`src/rtl/tdc_pulse_gen_if.sv`:
```
`default_nettype none
// ============================================================================
// Module      : tdc_pulse_gen_if
// Description : Bundle of the command, TDC stimulus/result and status signals
//               of the TDC start/stop stimulus generator.
// Revision    : 1.0 - initial release
// ============================================================================
interface tdc_pulse_gen_if;
    // Command channel
    logic       cmd_valid;
    logic       cmd_ready;
    logic [7:0] cmd_delay;
    logic [7:0] cmd_repeat;

    // Stimulus to the TDC
    logic       start;
    logic       stop;

    // Measurement returned by the TDC
    logic [7:0] counter_data;
    logic       counter_valid;

    // Result and status
    logic [7:0] result_data;
    logic       result_valid;
    logic       result_timeout;
    logic       busy;
    logic       done;

    // Generator side
    modport slave (
        input  cmd_valid,
        input  cmd_delay,
        input  cmd_repeat,
        input  counter_data,
        input  counter_valid,
        output cmd_ready,
        output start,
        output stop,
        output result_data,
        output result_valid,
        output result_timeout,
        output busy,
        output done
    );

    // Controller / TDC side
    modport master (
        output cmd_valid,
        output cmd_delay,
        output cmd_repeat,
        output counter_data,
        output counter_valid,
        input  cmd_ready,
        input  start,
        input  stop,
        input  result_data,
        input  result_valid,
        input  result_timeout,
        input  busy,
        input  done
    );
endinterface
`default_nettype wire

```
`src/rtl/tdc_pulse_gen.sv`:
```
`default_nettype none
// ============================================================================
// Module      : tdc_pulse_gen
// Description : Programmable start/stop pair generator for TDC self-test.
//               Emits one start/stop pair per repetition with a cycle-exact
//               start-to-stop interval, captures the TDC measurement inside a
//               fixed result window (or reports a timeout) and strobes done
//               after the last pair.
// Revision    : 1.0 - initial release
// ============================================================================
module tdc_pulse_gen #(
    parameter int PULSE_WIDTH = 4,   // start/stop high time in cycles (>=1)
    parameter int TIMEOUT     = 32,  // result window length (>= PULSE_WIDTH)
    parameter int REST        = 8    // quiet cycles between pairs (>=1)
) (
    input  wire logic      clk,
    input  wire logic      rst,
    tdc_pulse_gen_if.slave bus
);

    // ------------------------------------------------------------------------
    // Constants
    // ------------------------------------------------------------------------
    localparam int c_TW = (TIMEOUT < 2) ? 1 : $clog2(TIMEOUT + 1);
    localparam int c_RW = (REST < 2) ? 1 : $clog2(REST + 1);

    localparam logic [c_TW-1:0] c_TIMEOUT = c_TW'(TIMEOUT);
    localparam logic [c_TW-1:0] c_PW_WIN  = c_TW'(PULSE_WIDTH);
    localparam logic [c_RW-1:0] c_REST    = c_RW'(REST);
    localparam logic [8:0]      c_PW      = 9'(PULSE_WIDTH);
    // Smallest interval that still lets start fall before stop rises
    localparam logic [8:0]      c_DMIN    = 9'(PULSE_WIDTH + 1);

    localparam logic [2:0] c_S_IDLE  = 3'd0;
    localparam logic [2:0] c_S_START = 3'd1;
    localparam logic [2:0] c_S_GAP   = 3'd2;
    localparam logic [2:0] c_S_STOP  = 3'd3;
    localparam logic [2:0] c_S_WAIT  = 3'd4;
    localparam logic [2:0] c_S_REST  = 3'd5;

    // ------------------------------------------------------------------------
    // State
    // ------------------------------------------------------------------------
    logic [2:0]      r_state;
    logic [8:0]      r_delay;     // clamped start-rise to stop-rise interval
    logic [7:0]      r_remain;    // pairs still to emit, including current one
    logic [8:0]      r_tcnt;      // cycles since start rose (1 = first high)
    logic [c_TW-1:0] r_wcnt;      // cycles since stop rose (1 = first high)
    logic [c_RW-1:0] r_rcnt;      // cycles spent in REST
    logic            r_win_open;  // result window still accepting a strobe
    logic            r_start;
    logic            r_stop;
    logic            r_done;
    logic            r_cmd_ready;
    logic [7:0]      r_result_data;
    logic            r_result_valid;
    logic            r_result_timeout;

    logic [8:0]      w_delay_cl;
    logic [7:0]      w_repeat_cl;
    logic            w_accept;
    logic            w_stop_rise;
    logic            w_win_close;

    // Clamp the command fields to their usable ranges
    always_comb begin
        w_delay_cl  = {1'b0, bus.cmd_delay};
        w_repeat_cl = bus.cmd_repeat;
        if ({1'b0, bus.cmd_delay} < c_DMIN) begin
            w_delay_cl = c_DMIN;
        end
        if (bus.cmd_repeat == 8'd0) begin
            w_repeat_cl = 8'd1;
        end
    end

    // Ready is only ever raised while idle, so a handshake implies IDLE too
    assign w_accept    = (r_state == c_S_IDLE) & r_cmd_ready & bus.cmd_valid;
    // Edge on which stop is launched and the result window opens
    assign w_stop_rise = (r_state == c_S_GAP) & (r_tcnt == r_delay);
    // Window ends on the first strobe or after its last cycle
    assign w_win_close = r_win_open & (bus.counter_valid | (r_wcnt == c_TIMEOUT));

    // Pair sequencing: start pulse, interval, stop pulse, wait, rest, repeat
    always_ff @(posedge clk) begin
        if (rst) begin
            r_state  <= c_S_IDLE;
            r_delay  <= c_DMIN;
            r_remain <= 8'd0;
            r_tcnt   <= 9'd0;
            r_rcnt   <= '0;
            r_start  <= 1'b0;
            r_stop   <= 1'b0;
            r_done   <= 1'b0;
        end else begin
            r_done <= 1'b0;
            case (r_state)
                c_S_IDLE: begin
                    if (w_accept) begin
                        r_delay  <= w_delay_cl;
                        r_remain <= w_repeat_cl;
                        r_tcnt   <= 9'd1;
                        r_start  <= 1'b1;
                        r_state  <= c_S_START;
                    end
                end
                c_S_START: begin
                    r_tcnt <= r_tcnt + 9'd1;
                    if (r_tcnt == c_PW) begin
                        r_start <= 1'b0;
                        r_state <= c_S_GAP;
                    end
                end
                c_S_GAP: begin
                    // D never exceeds 255, so the 9-bit count cannot wrap
                    if (r_tcnt != 9'h1FF) begin
                        r_tcnt <= r_tcnt + 9'd1;
                    end
                    if (w_stop_rise) begin
                        r_stop  <= 1'b1;
                        r_state <= c_S_STOP;
                    end
                end
                c_S_STOP: begin
                    // Window counter also times the stop pulse
                    if (r_wcnt == c_PW_WIN) begin
                        r_stop  <= 1'b0;
                        r_state <= c_S_WAIT;
                    end
                end
                c_S_WAIT: begin
                    if (!r_win_open || w_win_close) begin
                        r_rcnt  <= c_RW'(1);
                        r_state <= c_S_REST;
                    end
                end
                c_S_REST: begin
                    if (r_rcnt == c_REST) begin
                        if (r_remain == 8'd1) begin
                            r_remain <= 8'd0;
                            r_done   <= 1'b1;
                            r_state  <= c_S_IDLE;
                        end else begin
                            r_remain <= r_remain - 8'd1;
                            r_tcnt   <= 9'd1;
                            r_start  <= 1'b1;
                            r_state  <= c_S_START;
                        end
                    end else begin
                        r_rcnt <= r_rcnt + c_RW'(1);
                    end
                end
                default: begin
                    r_start <= 1'b0;
                    r_stop  <= 1'b0;
                    r_state <= c_S_IDLE;
                end
            endcase
        end
    end

    // Result window: capture the first strobe, or report timeout at its end
    always_ff @(posedge clk) begin
        if (rst) begin
            r_win_open       <= 1'b0;
            r_wcnt           <= '0;
            r_result_data    <= 8'd0;
            r_result_valid   <= 1'b0;
            r_result_timeout <= 1'b0;
        end else begin
            r_result_valid   <= 1'b0;
            r_result_timeout <= 1'b0;

            // Position counter runs through STOP and WAIT and saturates
            if (w_stop_rise) begin
                r_wcnt <= c_TW'(1);
            end else if (((r_state == c_S_STOP) || (r_state == c_S_WAIT)) &&
                         (r_wcnt != c_TIMEOUT)) begin
                r_wcnt <= r_wcnt + c_TW'(1);
            end

            if (w_stop_rise) begin
                r_win_open <= 1'b1;
            end else if (r_win_open) begin
                if (bus.counter_valid) begin
                    r_result_data  <= bus.counter_data;
                    r_result_valid <= 1'b1;
                    r_win_open     <= 1'b0;
                end else if (r_wcnt == c_TIMEOUT) begin
                    r_result_data    <= 8'd0;
                    r_result_timeout <= 1'b1;
                    r_win_open       <= 1'b0;
                end
            end
        end
    end

    // Ready rises one cycle after returning to IDLE and drops on acceptance
    always_ff @(posedge clk) begin
        if (rst) begin
            r_cmd_ready <= 1'b1;
        end else begin
            r_cmd_ready <= (r_state == c_S_IDLE) & ~w_accept;
        end
    end

    // ------------------------------------------------------------------------
    // Outputs
    // ------------------------------------------------------------------------
    assign bus.cmd_ready      = r_cmd_ready;
    assign bus.start          = r_start;
    assign bus.stop           = r_stop;
    assign bus.result_data    = r_result_data;
    assign bus.result_valid   = r_result_valid;
    assign bus.result_timeout = r_result_timeout;
    assign bus.busy           = (r_state != c_S_IDLE);
    assign bus.done           = r_done;

endmodule
`default_nettype wire

```
`src/flat_wrapper.sv`:
```
// flat-port wrapper written by rule: the top's interface ports become plain ports
module tdc_pulse_gen_flat 
#(
    parameter int PULSE_WIDTH = 4,                                          
    parameter int TIMEOUT     = 32,                                          
    parameter int REST        = 8                                       
)
  (clk, rst, bus_cmd_valid, bus_cmd_delay, bus_cmd_repeat, bus_counter_data, bus_counter_valid, bus_cmd_ready, bus_start, bus_stop, bus_result_data, bus_result_valid, bus_result_timeout, bus_busy, bus_done);
  tdc_pulse_gen_if bus_i ();
  input  wire logic clk;
  input  wire logic rst;
  input wire logic [$bits(bus_i.cmd_valid)-1:0] bus_cmd_valid;
  input wire logic [$bits(bus_i.cmd_delay)-1:0] bus_cmd_delay;
  input wire logic [$bits(bus_i.cmd_repeat)-1:0] bus_cmd_repeat;
  input wire logic [$bits(bus_i.counter_data)-1:0] bus_counter_data;
  input wire logic [$bits(bus_i.counter_valid)-1:0] bus_counter_valid;
  output wire logic [$bits(bus_i.cmd_ready)-1:0] bus_cmd_ready;
  output wire logic [$bits(bus_i.start)-1:0] bus_start;
  output wire logic [$bits(bus_i.stop)-1:0] bus_stop;
  output wire logic [$bits(bus_i.result_data)-1:0] bus_result_data;
  output wire logic [$bits(bus_i.result_valid)-1:0] bus_result_valid;
  output wire logic [$bits(bus_i.result_timeout)-1:0] bus_result_timeout;
  output wire logic [$bits(bus_i.busy)-1:0] bus_busy;
  output wire logic [$bits(bus_i.done)-1:0] bus_done;
  assign bus_i.cmd_valid = bus_cmd_valid;
  assign bus_i.cmd_delay = bus_cmd_delay;
  assign bus_i.cmd_repeat = bus_cmd_repeat;
  assign bus_i.counter_data = bus_counter_data;
  assign bus_i.counter_valid = bus_counter_valid;
  assign bus_cmd_ready = bus_i.cmd_ready;
  assign bus_start = bus_i.start;
  assign bus_stop = bus_i.stop;
  assign bus_result_data = bus_i.result_data;
  assign bus_result_valid = bus_i.result_valid;
  assign bus_result_timeout = bus_i.result_timeout;
  assign bus_busy = bus_i.busy;
  assign bus_done = bus_i.done;
  tdc_pulse_gen #(.PULSE_WIDTH(PULSE_WIDTH), .TIMEOUT(TIMEOUT), .REST(REST)) u_core (.clk(clk), .rst(rst), .bus(bus_i));
endmodule
```
`config.mk`:
```
export PLATFORM = sky130hd
export DESIGN_NAME = tdc_pulse_gen_flat
export DESIGN_NICKNAME = d
export VERILOG_FILES = /design/src/rtl/tdc_pulse_gen_if.sv /design/src/rtl/tdc_pulse_gen.sv /design/src/flat_wrapper.sv
export SDC_FILE = /design/constraint.sdc
export NUM_CORES = 1
export LEC_CHECK = 0
export BUFFER_PORTS_ARGS = -buffer_cell sky130_fd_sc_hd__clkbuf_2
export CAP_MARGIN = 20
export CORE_MARGIN = 2
export CORE_UTILIZATION = 45
export CTS_BUF_LIST = sky130_fd_sc_hd__clkbuf_16
export DETAILED_ROUTE_END_ITERATION = 8
export PLACE_DENSITY = 0.67
export SYNTH_ARGS = -nofsm -noshare
export SYNTH_HDL_FRONTEND = slang
export SYNTH_SLANG_ARGS = --single-unit
```
`constraint.sdc`:
```
create_clock -name clk -period 3.6 [get_ports clk]
set_input_delay 0.72 -clock clk [delete_from_list [all_inputs] [get_ports clk]]
set_output_delay 0.72 -clock clk [all_outputs]
set_load 0.01 [all_outputs]
```
## Yosys cells after proc, flatten, opt, wreduce, memory -nomap -nowiden

Index checks and enable logic that the tools add are counted.

- Register bits after elaboration: 54
- Bits in latches: 0
- Memory bits (writable): 0
- ROM bits: 0
- Input bits: 28
- Memories kept: 0

- Add/subtract/negate cells: 4
- Multiply operators: 0
- Div/mod/pow operators: 0
- Magnitude comparators: 1
- Equality and inequality tests: 22
- Shift-type cells: 0
- Muxes and demuxes: 41
- Bitwise gates (word level): 13
- Reduce and logical (&&, ||, !) cells: 26

Operators by type and width:

| cell | count |
|---|---|
| $mux W8 | 7 |
| $mux W9 | 4 |
| $pmux W9 S4 | 1 |
| $mux W3 | 6 |
| $pmux W3 S6 | 1 |
| $mux W1 | 16 |
| $pmux W8 S2 | 1 |
| $ne A2 B1 Y1 const B | 6 |
| $reduce_and A3 Y1 | 4 |
| $reduce_and A5 Y1 | 2 |
| $add A9 B1 Y9 const B | 1 |
| $eq A9 B3 Y1 const B | 1 |
| $eq A9 B9 Y1 | 1 |
| $ne A9 B9 Y1 const B | 1 |
| $reduce_or A3 Y1 | 3 |
| $eq A8 B1 Y1 const B | 1 |
| $logic_not A8 Y1 | 1 |
| $lt A8 B3 Y1 const B | 1 |
| $mux W4 | 2 |
| $pmux W4 S2 | 1 |
| $reduce_bool A2 Y1 | 4 |
| $reduce_or A4 Y1 | 2 |
| $sub A8 B1 Y8 const B | 1 |
| $not A1 Y1 | 7 |
| other kinds (23) | 32 |

## Logic depth before layout (Yosys ltp)

Gate-level depths: netlist (run 1).

- Depth after elaboration: 6
- Depth in mapped cells: 9
- Mapped depth without buffers: 9

## Worst setup path after synthesis (run 1)

Ideal clock, no wire load.

- Kind: register -> register
- Start point: register u_core.r_tcnt[0]
- End point: register u_core.r_tcnt[8]
- Data arrival time: 1,942 ps
- Required time: 3,472 ps
- Setup slack: 1,531 ps
- Cell stages (with the launch flop): 10
- Buffers on the path: 0
- Clock period less this slack: 2,069 ps
- Cells stage by stage: dfxtp_1 -> ha_1 -> nand3_1 -> nor2_1 -> ha_1 -> or3b_1 -> a21o_1 -> a22oi_4 -> mux2i_1 -> nor2_1

- Longest elaborated chain between the ends: 3

RTL lines:

| element | line | RTL |
|---|---|---|
| start: declaration | tdc_pulse_gen.sv:47 | `logic [8:0] r_tcnt;` |
| start signal: assignment | tdc_pulse_gen.sv:108 | `r_tcnt <= r_tcnt + 9'd1;` |
| start signal: assignment | tdc_pulse_gen.sv:117 | `r_tcnt <= r_tcnt + 9'd1;` |
| $add A9 B1 Y9 or $ne A9 B9 Y1 (tied branches) | tdc_pulse_gen.sv:108, tdc_pulse_gen.sv:117, tdc_pulse_gen.sv:116 |  |
| $mux W9 or $ne A2 B2 Y1 (tied branches) | -- |  |
| $pmux W9 S4 or $reduce_and A5 Y1 (tied branches) | -- |  |

Parallel ways exist; a longest one is shown, timed or not. The select of a mux whose other input is x is not followed.
A chain may end at the register's enable or synchronous reset.

## Worst setup path after layout (run 1)

Ends and elaborated chain as after synthesis.

==> flow_metrics.tcl, run 1 <==
set metrics [dict create \
    die_w_um 83.4 \
    via_per_inst 5.74 \
    synth_seq_cells 53 \
    netSwitchingFraction_pct 39.9 \
    min_period_over_period_pct 64.1 \
    synth.most_common_cell "dfxtp_1" \
    grt_overflow 0 \
    drt_iter0_drc 170 \
    antenna_found_initial 0 \
    fp.dieArea_um2 6950 \
    internal_power_uw 1240 \
    finalNonFillerCells 439 \
    async_flop_share_pct 0 \
    p_leak_uw 0.00125 \
    cts_tree "built" \
    drive_gt1_share_pct 18.4 \
    cp_slowest_stage_delay_ns 0.39 \
    cts_made_buffers 5 \
    synth_area_leader_cell "dfxtp_1" \
    tns_ns 0 \
    critical-path-top-delay-family "simple AND/OR/NAND/NOR gates" \
    cap_violations 0 \
    syn_inst 332 \
    synth_top_area_share_pct 37.4 \
    cts_buffer_depth 2 \
    clock_power_share_pct 22.2 \
    ys_seq_area_share_pct 37.4 \
    avgRoutedWirePerCell_um 14.2 \
    synth_area_um2 2840 \
    num_io_pins 43 \
    synth-main-ff-cell "dfxtp_1" \
    arrival_ns 2.45 \
    hpwl_mm 4.38 \
    cts_max_level 2 \
    place_congestion 0.824 \
    cts_hold_buf 0 \
    syn_area_per_cell_um2 8.54 \
    yosys-top-cells-area "dfxtp_1 (37%), a21oi_1 (4.9%), nand2_1 (4.8%), ha_1 (4.0%), nor2_1 (2.9%)" \
    grt_pass1_vias 2391 \
    drt-total-wl_mm 6.22 \
    drcViolationCount 0 \
    post-route-min-period_ns 2.31 \
    clk_latency_ns 0.29 \
    drv_slew 0 \
    path_clk_slew_ns 0.07 \
    cp_max_fo 10 \
    power-per-cell-area_nw_per_um2 645 \
    ys_types 61 \
    ant_nets 0 \
    fin_nets 400 \
    grt_max_degree 48 \
    slew_headroom_pct 33.2 \
    port_buffers 42 \
    rsz0062_at_grt "false" \
    placement_rows 28 \
    numClockSinks 53 \
    design.core.area_um2 5990 \
    dr.pass1.iters 4 \
    grtUsageTotal_pct 18.3 \
    synth_edf_count 0 \
    p_seq_share_pct 39.5 \
    num_vias 2520 \
    setup_viol 0 \
    worstSetupStartpointType "flop" \
    dpl.cell_count 431 \
    cts_resized 0 \
    grt_pass1_wl_mm 10.8 \
    finalClockSkew_ns 0.00459 \
    fmax_mhz 433 \
    antenna_cells 0 \
    required_ns 3.74 \
    switching_power_uw 821 \
    area_growth_pct 12.4 \
    post_cts_buffers 0 \
    worst_slew_pin_slew_ns 1.00 \
    crit_chain "ha_1, nand3_1, nor2_1, ha_1, or3b_1, a21o_1, a22oi_4, mux2i_1, nor2_1" \
    chipHeight_um 83.4 \
    hold_path_class "reg -> reg" \
    initial_core_util_pct 47.3 \
    rrSetupSlack_ns 1.29 \
    combPwrFrac_pct 38.3 \
    synth_warnings 0 \
    status "finished, final reports clean" \
    peakVddDrop_v 0.000303 \
    worst_hold_slack_ns 0.470 \
    syn_nets 369 \
    worstPathBufferInverterCount 0 \
    cp-end-kind "flop" \
    synth_commonest_cells "dfxtp_1 (53), nand2_1 (36), a21oi_1 (28)" \
    crit_slowest_cell "or3b_1" \
    cts_root_buf "clkbuf_16" \
    criticalPathCategory "reg -> reg" \
    finalHoldViolCount 0 \
]
final timing paths:
check,start,cells past startpoint,endpoint
hold reg to reg,u_core.r_delay[4],2,u_core.r_delay[4]
setup / recovery,u_core.r_tcnt[0],9,u_core.r_tcnt[8]
hold / removal,u_core.r_delay[4],2,u_core.r_delay[4]
setup reg to reg,u_core.r_tcnt[0],9,u_core.r_tcnt[8]
cell families after synthesis:
logic type	share of synthesized area, %
muxes	0.706
buffers and inverters	4.90
and+or+nand+nor	25.2
xor gates and xnor gates	4.28
adders and majority gates	3.97
AOI/OAI and AO/OA	23.6
DFF	37.4
placed cells by master, fill, tap and decap left out, types with 3 or more instances in the layout:
| cell type | Yosys | final |
|---|---|---|
| a211oi_1 | 7 | 7 |
| a21oi_1 | 28 | 28 |
| a22o_1 | 8 | 8 |
| a311oi_1 | 9 | 9 |
| a31oi_1 | 3 | 3 |
| clkbuf_16 | 0 | 5 |
| clkbuf_2 | 0 | 42 |
| dfxtp_1 | 53 | 53 |
| ha_1 | 9 | 9 |
| inv_1 | 13 | 14 |
| nand2_1 | 36 | 36 |
| nand2b_1 | 12 | 12 |
| nand3_1 | 12 | 12 |
| nand3b_1 | 5 | 5 |
| nor2_1 | 22 | 22 |
| nor3_1 | 12 | 12 |
| nor4_1 | 7 | 7 |
| o21ai_0 | 15 | 15 |
| o31ai_1 | 4 | 4 |
| xnor2_1 | 3 | 3 |
| xor2_1 | 9 | 9 |
through the flow:
step | power (µW) | setup WS [ns] | util [%] | area, µm²
2_1_floorplan | 1420 | 1.53 | - | 2840
3_3_place_gp | 1600 | 1.39 | 50.9 | 3050
3_5_place_dp | 1610 | 1.33 | 50.9 | 3050
4_1_cts | 2070 | 1.31 | 53.2 | 3190
5_1_grt | 2210 | 1.15 | 53.2 | 3190
6_report | 2060 | 1.29 | 53.2 | 3190
tightest hold or removal path: stages, from the launching register on:
cell and delay [ns]:
dfxtp_1 0.32, nand2_1 0.05, a21oi_1 0.05
routing by layer:
layer | track usage [%] | vias to the layer above | share of wire (%)
met3 | 4.37 | 11 | 5.3
li1 | - | 1268 | -
met2 | 29.2 | 72 | 46
met5 | 0 | - | 0
met4 | 5.81 | 0 | 1.5
met1 | 24.3 | 1169 | 47
cell type report:
type                       count  area [µm²]
tap                           75        93.8
inverter                      13        48.8
multi-input combinational    248        1640
sequential                    53        1060
timing repair buffer          42         210
fill                         583        2800
clock buffer                   5         125
clock inverter                 3        13.8
flip-flops by register name (all words and copies together) (netlist names):
register                   cells
u_core.r_delay                 8
u_core.r_state                 3
u_core.bus.result_data         8
u_core.bus.stop                1
u_core.r_remain                8
u_core.r_rcnt                  4
u_core.bus.result_timeout      1
u_core.bus.cmd_ready           1
u_core.r_win_open              1
u_core.bus.done                1
u_core.bus.start               1
u_core.r_tcnt                  9
u_core.r_wcnt                  6
u_core.bus.result_valid        1
power groups by stage:
stage               clock network (µW)  registers (µW)  logic (µW)
floorplan                            0             758         664
global placement                     0             821         781
detailed placement                   0             823         786
CTS                                467             810         789
global route                       491             833         889
finish                             456             813         788
Note: power is estimated with default switching activity, not from simulation.
==> run 2, diff against run 1 <==
==> constraint.sdc (replaced) <==
create_clock -name clk -period 2.26 [get_ports clk]
set_input_delay 0.452 -clock clk [delete_from_list [all_inputs] [get_ports clk]]
set_output_delay 0.452 -clock clk [all_outputs]
set_load 0.01 [all_outputs]
==> flow_metrics.tcl, run 2 (same netlist as run 1, synthesis figures left out) <==
set metrics [dict create \
    ff_latch_area_um2 1060 \
    port_buffers 42 \
    cp_slowest_stage_delay_ns 0.39 \
    rr_worst_depth 9 \
    drt_iter0_drc 117 \
    fin_nets 416 \
    num_io_pins 43 \
    finalClockSkew_ns 0.00575 \
    num_vias 2580 \
    hold_path_class "in -> reg" \
    largest_reg_flops 9 \
    fmax_mhz 476 \
    p_leak_uw 0.00134 \
    drv_slew 0 \
    numClockSinks 53 \
    cts_hold_buf 0 \
    chipHeight_um 83.4 \
    drt-total-wl_mm 6.44 \
    hpwl_mm 4.70 \
    crit_chain "ha_1, nand3_1, nor2_1, ha_1, or3b_1, a21o_1, a22oi_4, buf_6, a311oi_1" \
    slew_headroom_pct 62.5 \
    final_cell_mix "dfxtp_1 (53), clkbuf_2 (42), nand2_1 (36)" \
    finalHoldViolCount 0 \
    utilization_pct 55.9 \
    cp_max_fo 6 \
    multi_input_area_um2 1640 \
    worstSetupStartpointType "flop" \
    criticalPathCategory "reg -> reg" \
    cp-end-kind "flop" \
    via_per_inst 5.67 \
    design.core.area_um2 5990 \
    path_clk_slew_ns 0.06 \
    cts_root_buf "clkbuf_16" \
    fp.dieArea_um2 6950 \
    cts_made_buffers 5 \
    arrival_ns 2.25 \
    crit_top_cell "ha_1" \
    antenna_cells 0 \
    layout_commonest_cell "dfxtp_1" \
    place_congestion 0.841 \
    holdPathStages 2 \
    grtUsageTotal_pct 19.3 \
    required_ns 2.41 \
    internal_power_uw 2220 \
    initial_core_util_pct 47.3 \
    clock_power_share_pct 23.6 \
    netSwitchingFraction_pct 37.9 \
    power-per-cell-area_nw_per_um2 1070 \
    grt_max_degree 26 \
    worst_hold_slack_ns 0.378 \
    fin_ws_ns 0.159 \
    worst_slew_pin_slew_ns 0.558 \
    min_period_over_period_pct 93.0 \
    cts_tree "built" \
    crit_slowest_cell "or3b_1" \
    setup_viol 0 \
    post-route-min-period_ns 2.10 \
    drcViolationCount 0 \
    dr.pass1.iters 4 \
    top_register "u_core.r_tcnt" \
    drive_gt1_share_pct 21.6 \
    grt_pass1_vias 2461 \
    power_uw 3570 \
    clk_latency_ns 0.29 \
    die_w_um 83.4 \
    avgRoutedWirePerCell_um 14.1 \
    switching_power_uw 1350 \
    cts_max_level 2 \
    cts_resized 0 \
    peakVddDrop_v 0.000467 \
    nFillCells 553 \
    cts_buffer_depth 2 \
    tns_ns 0 \
    combPwrFrac_pct 41.0 \
    p_seq_share_pct 35.4 \
    ant_nets 0 \
    place_ws_ns 0.144 \
    cap_violations 0 \
    placement_rows 28 \
    grt_overflow 0 \
    rsz0062_at_grt "false" \
    post_cts_buffers 0 \
    area_growth_pct 18.1 \
    status "finished, final reports clean" \
    antenna_found_initial 0 \
    grt_pass1_wl_mm 11.2 \
]
[run 2: cell count changes in the layout (fill, tap and decap cells not counted)]
| cell | delta |
|---|---|
| buf_12 | +1 |
| buf_4 | +14 |
| buf_6 | +1 |
| bufinv_16 | +1 |
| clkinv_1 | +1 |
| clkinv_2 | -2 |
[run 2: power groups by stage]
stage	combinational, µW	sequential (µW)	clock, µW
6_report	1460	1260	842
5_1_grt	1640	1300	898
4_1_cts	1450	1260	855
3_5_place_dp	1440	1290	0
3_3_place_gp	1420	1280	0
2_1_floorplan	1060	1210	0
[run 2: path summary, 6_finish.rpt]
path                            start                         to  slack [ns]
hold / removal    bus_counter_data[2]  u_core.bus.result_data[2]        0.38
setup / recovery     u_core.r_tcnt[1]           u_core.r_tcnt[3]        0.16
setup reg to reg     u_core.r_tcnt[1]           u_core.r_tcnt[3]        0.16
hold reg to reg     u_core.r_delay[6]          u_core.r_delay[6]        0.48
[run 2: metrics by stage]
step | cells | instance area [µm²]
after floorplan | 332 | 2840
after global placement | 447 | 3180
after detailed placement | 447 | 3180
after CTS | 455 | 3340
after global routing | 455 | 3350
final | 455 | 3350
[run 2: critical path, delay by kind of cell, from the launching register on]
kind / cells / cell delay (ns)
and+or+nand+nor: 3 / 0.54
AOI/OAI and AO/OA: 3 / 0.52
adders and majority gates: 2 / 0.41
DFF: 1 / 0.34
buffers and inverters: 1 / 0.16
[run 2: area by class of cell]
type,instances,area share [%]
repair buffers,58,10.4
inverters,13,1.46
clock inverters,3,1.12
well taps,75,2.80
flip-flops and latches,53,31.7
multi-input cells,248,48.8
clock buffers,5,3.74
[run 2: routing by layer]
metal	GRT usage, %	vias up	share of wire [%]
met2	31.8	57	46
met5	0	-	0
met1	25.3	1209	49
met3	3.78	11	4.0
li1	-	1303	-
met4	6.11	0	1.6
